<file path="config.mk">
export PLATFORM = sky130hd
export DESIGN_NAME = ibufds_rx_filt
export DESIGN_NICKNAME = d
export VERILOG_FILES = /design/src/rtl/ibufds_rx_pkg.sv /design/src/rtl/ibufds_rx_chan.sv /design/src/rtl/ibufds_rx_filt.sv
export SDC_FILE = /design/constraint.sdc
export NUM_CORES = 1
export LEC_CHECK = 0
export BUFFER_PORTS_ARGS = -buffer_cell sky130_fd_sc_hd__buf_2
export CORE_ASPECT_RATIO = 1.5
export CORE_MARGIN = 2
export CORE_UTILIZATION = 45
export CTS_BUF_LIST = sky130_fd_sc_hd__clkbuf_8 sky130_fd_sc_hd__clkbuf_16
export DETAILED_ROUTE_END_ITERATION = 6
export GPL_ROUTABILITY_DRIVEN = 0
export SLEW_MARGIN = 10
export SYNTH_ARGS = -nofsm -noshare
export SYNTH_HDL_FRONTEND = slang
export SYNTH_SLANG_ARGS = --single-unit
</file>
<file path="constraint.sdc">
create_clock -name CLK -period 2.2 [get_ports CLK]
set_clock_uncertainty 0.05 [all_clocks]
set_input_delay 0.22 -clock CLK [delete_from_list [all_inputs] [get_ports CLK]]
set_output_delay 0.22 -clock CLK [all_outputs]
set_load 0.005 [all_outputs]
</file>
<file path="src/rtl/ibufds_rx_pkg.sv">
// Shared types and helpers for the differential receiver filter.
package ibufds_rx_pkg;

  // Decoded state of one synchronised I/IB pair.
  typedef enum logic [1:0] {
    DS_INVALID,
    DS_ZERO,
    DS_ONE
  } diff_state_t;

  // Width of a counter that must hold values 0..max_val.
  function automatic int unsigned cnt_width(input int unsigned max_val);
    return (max_val < 1) ? 1 : $clog2(max_val + 1);
  endfunction

  // Only the two complementary states are legal; equal legs or any X/Z fall to default.
  function automatic diff_state_t decode_pair(input logic i, input logic ib);
    case ({i, ib})
      2'b10:   return DS_ONE;
      2'b01:   return DS_ZERO;
      default: return DS_INVALID;
    endcase
  endfunction

endpackage

</file>
<file path="src/rtl/ibufds_rx_chan.sv">
// One differential channel: 2-flop synchroniser, pair decoder, run-length filter
// and consecutive-invalid counter.
module ibufds_rx_chan
  import ibufds_rx_pkg::*;
#(
  parameter int unsigned FILT_DEPTH = 3,
  parameter int unsigned INV_LIMIT  = 4
) (
  input  logic clk_i,
  input  logic rst_ni,
  input  logic i_i,
  input  logic ib_i,
  output logic o_o,
  output logic valid_o,
  output logic inv_hit_o,
  output logic invalid_o
);

  localparam int unsigned CntW = cnt_width(FILT_DEPTH);
  localparam int unsigned InvW = cnt_width(INV_LIMIT);

  logic [1:0]      s1_q, s2_q;
  logic            cand_q, cand_d;
  logic [CntW-1:0] cnt_q, cnt_d;
  logic [InvW-1:0] inv_q, inv_d;
  logic            o_q, o_d;
  logic            valid_q, valid_d;
  logic            seen_q, seen_d;
  diff_state_t     state;
  logic            is_valid;
  logic            v;

  // Two-stage synchroniser on both legs; reset leaves the pair decoding as invalid.
  always_ff @(posedge clk_i) begin
    if (!rst_ni) begin
      s1_q <= 2'b00;
      s2_q <= 2'b00;
    end else begin
      s1_q <= {i_i, ib_i};
      s2_q <= s1_q;
    end
  end

  // Decode the synchronised sample and compute filter / invalid-run next state.
  always_comb begin
    state     = decode_pair(s2_q[1], s2_q[0]);
    is_valid  = (state != DS_INVALID);
    v         = (state == DS_ONE);
    cand_d    = cand_q;
    cnt_d     = cnt_q;
    inv_d     = inv_q;
    o_d       = o_q;
    valid_d   = is_valid;
    // Power-up invalid samples are ignored until the pair has been seen legal once.
    seen_d    = seen_q | is_valid;
    invalid_o = ~is_valid & seen_q;
    inv_hit_o = 1'b0;
    if (is_valid) begin
      inv_d = '0;
      if (v != cand_q) begin
        cand_d = v;
        cnt_d  = CntW'(1);
      end else if (cnt_q != CntW'(FILT_DEPTH)) begin
        cnt_d = cnt_q + CntW'(1);
      end
      if (cnt_d == CntW'(FILT_DEPTH)) begin
        o_d = cand_d;
      end
    end else begin
      cnt_d = '0;
      if (seen_q) begin
        if (inv_q != InvW'(INV_LIMIT)) begin
          inv_d = inv_q + InvW'(1);
        end
        // Fires only on the edge where the run first reaches the limit.
        inv_hit_o = (inv_q == InvW'(INV_LIMIT - 1));
      end
    end
  end

  // Filter, invalid-run and output registers.
  always_ff @(posedge clk_i) begin
    if (!rst_ni) begin
      cand_q  <= 1'b0;
      cnt_q   <= '0;
      inv_q   <= '0;
      o_q     <= 1'b0;
      valid_q <= 1'b0;
      seen_q  <= 1'b0;
    end else begin
      cand_q  <= cand_d;
      cnt_q   <= cnt_d;
      inv_q   <= inv_d;
      o_q     <= o_d;
      valid_q <= valid_d;
      seen_q  <= seen_d;
    end
  end

  assign o_o     = o_q;
  assign valid_o = valid_q;

endmodule

</file>
<file path="src/rtl/ibufds_rx_filt.sv">
// Multi-channel filtered differential receiver with link error diagnostics.
module ibufds_rx_filt
  import ibufds_rx_pkg::*;
#(
  parameter int unsigned WIDTH      = 4,
  parameter int unsigned FILT_DEPTH = 3,
  parameter int unsigned INV_LIMIT  = 4,
  parameter int unsigned ERR_CNT_W  = 8
) (
  input  logic                 CLK,
  input  logic                 RST_N,
  input  logic [WIDTH-1:0]     I,
  input  logic [WIDTH-1:0]     IB,
  input  logic                 CLR_ERR,
  output logic [WIDTH-1:0]     O,
  output logic [WIDTH-1:0]     OB,
  output logic [WIDTH-1:0]     VALID,
  output logic                 ERR,
  output logic [ERR_CNT_W-1:0] ERR_CNT
);

  logic [WIDTH-1:0]     inv_hit;
  logic [WIDTH-1:0]     invalid;
  logic                 err_q, err_d;
  logic [ERR_CNT_W-1:0] err_cnt_q, err_cnt_d;

  for (genvar g = 0; g < WIDTH; g++) begin : g_chan
    ibufds_rx_chan #(
      .FILT_DEPTH (FILT_DEPTH),
      .INV_LIMIT  (INV_LIMIT)
    ) u_chan (
      .clk_i     (CLK),
      .rst_ni    (RST_N),
      .i_i       (I[g]),
      .ib_i      (IB[g]),
      .o_o       (O[g]),
      .valid_o   (VALID[g]),
      .inv_hit_o (inv_hit[g]),
      .invalid_o (invalid[g])
    );
  end

  // Sticky error flag and per-cycle saturating invalid counter; clear wins over events.
  always_comb begin
    err_d     = err_q;
    err_cnt_d = err_cnt_q;
    if (CLR_ERR) begin
      err_d     = 1'b0;
      err_cnt_d = '0;
    end else begin
      if (|inv_hit) begin
        err_d = 1'b1;
      end
      if ((|invalid) && (err_cnt_q != {ERR_CNT_W{1'b1}})) begin
        err_cnt_d = err_cnt_q + ERR_CNT_W'(1);
      end
    end
  end

  // Diagnostic registers.
  always_ff @(posedge CLK) begin
    if (!RST_N) begin
      err_q     <= 1'b0;
      err_cnt_q <= '0;
    end else begin
      err_q     <= err_d;
      err_cnt_q <= err_cnt_d;
    end
  end

  assign OB      = ~O;
  assign ERR     = err_q;
  assign ERR_CNT = err_cnt_q;

endmodule
</file>
======== Word-level counts from Yosys, hierarchy flattened ========
Index checks and enable logic that the tools add are counted.
operators by class
  $add $sub $neg .......................... 9
  eq/ne operators ......................... 33
  muxes and demuxes ....................... 28
  bitwise logic cells ..................... 14
  reduce and logical (&&, ||, !) cells .... 24
operators with widths
  cell                                                             number
  2-bit == test, second input constant                             12
  2-bit 2-to-1 mux                                                 12
  2-bit AND reduction                                              12
  2-bit one-hot mux with 2 select lines                            4
  3-bit by 1-bit adder with 3-bit output, second input constant    4
  3-bit by 2-bit == test with 1-bit output, second input constant  4
  1-bit 2-to-1 mux                                                 12
  3-bit != test, second input constant                             4
  2-bit OR reduction                                               5
  2-bit by 1-bit adder with 2-bit output, second input constant    4
  8-bit by 1-bit adder with 8-bit output, second input constant    1
  2-bit by 1-bit == test with 1-bit output, second input constant  4
  2-bit != test, second input constant                             4
  8-bit != test, second input constant                             1
  2-bit nonzero test                                               4
  4-bit OR reduction                                               2
  1-bit inverter                                                   5
  1-bit bitwise AND                                                4
  1-bit != test                                                    4
  4-bit inverter                                                   1
  1-bit OR                                                         4
  1-bit logical AND                                                1
word-level totals
  bits in registers ....................... 61

======== Depth between registers and ports, before layout ========
  word-level depth ........................ 8
  gate-level depth with buffers ........... 7
  gate-level depth less buffers ........... 6

======== Cells and area by module ========
From an unflattened synthesis, not the netlist that was laid out.
unflattened totals
  cells, all modules ...................... 253
  area, all modules ....................... 2493.6 um^2
by module, submodules not included
  module          instances  cells each  area each (um^2)  seq. area each (um^2)
  ibufds_rx_chan  4          50          509.2             260.2
  ibufds_rx_filt  1          53          456.7             180.2

======== Worst setup path after synthesis ========
OpenSTA, ideal clock, no wires.
  path type ............................... flip-flop to flip-flop
  start ................................... register g_chan[0].u_chan.s2_q[0]
  end ..................................... register err_cnt_q[5] (netlist: ERR_CNT[5])
  setup time .............................. 70 ps
  arrival time ............................ 1520 ps
  required time ........................... 2080 ps
  path slack .............................. 560 ps
  cell stages (with the launch flop) ...... 8
  buffers on the path ..................... 1
  period minus slack after synthesis ...... 1640 ps
  cell sequence ........................... dfxtp_1 inv_1 ha_1 buf_4 a22o_4 o22ai_4 or4_1 a21oi_1
between the ends
  word-level cells in the longest chain between the ends .. 7
  elaborated cells between the ends (all ways) .. 8
ends and longest elaborated chain
  item                                                                              line                  text
  start, declared                                                                   ibufds_rx_chan.sv:22  logic [1:0] s1_q, s2_q;
  start signal, assigned                                                            ibufds_rx_chan.sv:40  s2_q <= s1_q;
  2-bit by 1-bit == test with 1-bit output / 2-bit == test (equally long branches)  ibufds_rx_pkg.sv:18   case ({i, ib})
  2-bit one-hot mux with 2 select lines (*)                                         ibufds_rx_pkg.sv:18
  2-bit nonzero test (*)                                                            ibufds_rx_chan.sv:47  is_valid = (state != DS_INVALID);
  1-bit inverter (*)                                                                ibufds_rx_chan.sv:56  invalid_o = ~is_valid & seen_q;
  1-bit bitwise AND (*)                                                             ibufds_rx_chan.sv:56
  4-bit OR reduction (*)                                                            ibufds_rx_filt.sv:54  if ((|invalid) && (err_cnt_q != {ERR_CNT_W{1'b1}})) begin
  1-bit logical AND (*)                                                             ibufds_rx_filt.sv:54
  end signal, assigned                                                              ibufds_rx_filt.sv:67  err_cnt_q <= err_cnt_d;
  end, declared                                                                     ibufds_rx_filt.sv:25  logic [ERR_CNT_W-1:0] err_cnt_q, err_cnt_d;
Mark *: on every way between the ends. The rest lies on a longest branch, timed or not.
A chain may end at the register's enable or synchronous reset.

======== Worst setup path in the final report ========
  start ................................... register g_chan[3].u_chan.s2_q[0]
  end ..................................... register err_cnt_q[5] (netlist: ERR_CNT[5])
between the ends
  word-level cells in the longest chain between the ends .. 7
  elaborated cells between the ends (all ways) .. 8
ends and longest elaborated chain
  item                                                                              line
  start, declared                                                                   ibufds_rx_chan.sv:22
  start signal, assigned                                                            ibufds_rx_chan.sv:40
  2-bit by 1-bit == test with 1-bit output / 2-bit == test (equally long branches)  ibufds_rx_pkg.sv:18
  2-bit one-hot mux with 2 select lines (*)                                         ibufds_rx_pkg.sv:18
  2-bit nonzero test (*)                                                            ibufds_rx_chan.sv:47
  1-bit inverter (*)                                                                ibufds_rx_chan.sv:56
  1-bit bitwise AND (*)                                                             ibufds_rx_chan.sv:56
  4-bit OR reduction (*)                                                            ibufds_rx_filt.sv:54
  1-bit logical AND (*)                                                             ibufds_rx_filt.sv:54
Marked as above.

==> impl_metrics.env <==
export IMPL_status="complete, no violations"
export IMPL_nets=337
export IMPL_grt_max_degree=24
export IMPL_maxSlewHeadroom=0.731
export IMPL_async_reset_ff_frac=0
export IMPL_max_freq_mhz=549
export IMPL_fin_crit_sh=0.828
export IMPL_cts_setup_buffers=0
export IMPL_yosys_register_bits=61
export IMPL_layout_drive_gt1_share=0.169
export IMPL_hold_class="in -> reg"
export IMPL_antenna_cells=0
export IMPL_cts_htree_levels=3
export IMPL_grt_pass1_vias=1687
export IMPL_vias_per_cell=4.78
export IMPL_yosys_top_cells_area="dfxtp_1 (46%), ha_1 (8.0%), inv_1 (5.0%), and2_1 (3.8%), a21boi_0 (3.4%)"
export IMPL_p_total_w=0.00240
export IMPL_hold_viol=0
export IMPL_synthCells=281
export IMPL_cp_data_arrival_time_ps=2030
export IMPL_worst_slack_ps=379
export IMPL_routedWlPerCell_microns=10.9
export IMPL_grt_pass1_wl_microns=7270
export IMPL_place_ws_ps=405
export IMPL_synth_edf_count=0
export IMPL_drc=0
export IMPL_place_hpwl_microns=3100
export IMPL_start_kind="flip-flop"
export IMPL_placed_area_sq_um=2800
export IMPL_drt_pass1_iterations=4
export IMPL_die_height_microns=97.9
export IMPL_cts_clk_slew_worst_paths_ps=60
export IMPL_final_area_sq_um=3010
export IMPL_peakVddDrop_uv=452
export IMPL_cts_buffer_depth=2
export IMPL_power_density_nw_per_um2=797
export IMPL_synth_common_cells="dfxtp_1 (61), inv_1 (35), nor2_1 (23)"
export IMPL_first_iter_violations=52
export IMPL_io_pins=32
export IMPL_endpoint_kind="flip-flop"
export IMPL_cts_resized=0
export IMPL_track_usage=0.148
export IMPL_synth_ff_type="dfxtp_1"
export IMPL_slew_viol_final=0
export IMPL_synth_cell_type_count=35
export IMPL_yosysWarnings=0
export IMPL_critPathKind="reg -> reg"
export IMPL_synth_top_cell_area_share=0.462
export IMPL_ys_seq_area_frac=0.462
export IMPL_grt_overflow=0
export IMPL_rsz0062_at_grt="no"
export IMPL_p_leak_nw=1.24
export IMPL_setup_viol=0
export IMPL_core_sq_um=5740
export IMPL_via_count=1845
export IMPL_cts_buffers=9
export IMPL_crit_path_max_fanout=8
export IMPL_worst_pin_slew_ps=400
export IMPL_die_w_microns=66.6
export IMPL_die_area_sq_um=6520
export IMPL_tns_ps=0
export IMPL_syn_to_final_growth_pct=13.8
export IMPL_antenna_found_initial=0
export IMPL_cts_tree="built"
export IMPL_post_route_util=0.524
export IMPL_rows=34
export IMPL_netlist_area_sq_um=2650
export IMPL_ant_nets=0
export IMPL_syn_num_nets=309
export IMPL_synth_avg_cell_area_sq_um=9.41
export IMPL_yosysMostFrequentCell="dfxtp_1"
export IMPL_hold_buffers=0
export IMPL_wl_microns=4210
export IMPL_clock_latency_ps=330
export IMPL_start_util=0.461
export IMPL_port_buffers=31
export IMPL_cts_root_buf="clkbuf_8"
export IMPL_maxCapViolations=0
export IMPL_cp_required_ps=2410
export IMPL_finalCriticalPeriod_ps=1820
export IMPL_synth_area_leader_cell="dfxtp_1"
export IMPL_cts_sinks=61
export IMPL_fillCellCount=539
==> critical path: stages, from the launching register on <==
cell	delay [ps]
dfxtp_1	310
inv_1	40
ha_1	460
a22o_4	180
o22ai_4	90
or4_1	470
a21oi_1	140
==> worst paths after layout <==
path | startpoint | to | slack [ps] | depth (start not counted)
worst max-delay path | g_chan[3].u_chan.s2_q[0] | ERR_CNT[5] | 380 | 6
worst min-delay path | I[3] | g_chan[3].u_chan.s1_q[1] | 40 | 2
worst max register to register | g_chan[3].u_chan.s2_q[0] | ERR_CNT[5] | 380 | 6
worst min register to register | g_chan[0].u_chan.s1_q[0] | g_chan[0].u_chan.s2_q[0] | 380 | 1
==> layout by cell type (no fill, tap or decap), drive strengths merged, types with 3 or more instances in the layout <==
cell | Yosys | layout
xnor2 | 5 | 5
clkbuf | 5 | 9
nand2b | 7 | 7
nor3b | 4 | 4
nor2b | 8 | 8
mux2i | 5 | 5
clkinv | 0 | 3
nand3 | 7 | 7
and2 | 16 | 16
or3 | 3 | 3
dfxtp | 61 | 61
buf | 12 | 34
o21ai | 15 | 15
a21boi | 12 | 12
inv | 35 | 37
nor2 | 23 | 23
o31a | 4 | 4
xor2 | 4 | 4
ha | 17 | 17
a21oi | 13 | 13
nand2 | 7 | 7
==> where the power goes <==
part	internal, W	switching [W]
combinational	0.0000946	0.0000957
sequential	0.00115	0.0000284
clock	0.000623	0.000412
==> flip-flops by register name, indices dropped and copies added (netlist names) <==
signal / cells
ERR_CNT: 8
g_chan.u_chan.seen_q: 4
g_chan.u_chan.s2_q: 8
g_chan.u_chan.cnt_q: 8
ERR: 1
g_chan.u_chan.cand_q: 4
g_chan.u_chan.o_o: 4
g_chan.u_chan.s1_q: 8
g_chan.u_chan.inv_q: 12
g_chan.u_chan.valid_o: 4
==> area by class of cell <==
class	count	area [sq um]	area share
clock buffer	9	124	0.0411
clock inverter	7	82.6	0.0274
timing repair buffer	34	178	0.0590
multi-input combinational	168	1180	0.393
tap	72	90.1	0.0299
sequential	61	1220	0.406
inverter	35	131	0.0436
==> metal layers <==
metal | wire length (microns) | GRT usage | up-vias | part of all wire
met5 | 0 | 0 | - | 0
met4 | 101 | 0.0989 | 0 | 0.024
met3 | 121 | 0.0415 | 9 | 0.029
met2 | 2040 | 0.225 | 23 | 0.49
met1 | 1940 | 0.179 | 841 | 0.46
li1 | - | - | 972 | -
==> metrics by stage <==
stage | hold WS, ps | cells
final | 38.0 | 386
after global routing | 32.6 | 386
after CTS | 27.3 | 386
after detailed placement | 368 | 370
after global placement | 367 | 370
after floorplan | 297 | 281
==> cell families after synthesis <==
logic type / share of synthesized area
flip-flops: 0.462
adder cells (fa/ha/maj): 0.0804
multiplexers: 0.0189
AO/OA/AOI/OAI: 0.150
buffers and inverters: 0.0908
AND/OR/NAND/NOR: 0.168
XOR/XNOR: 0.0298
No activity file was read; power rests on OpenSTA's default activity.
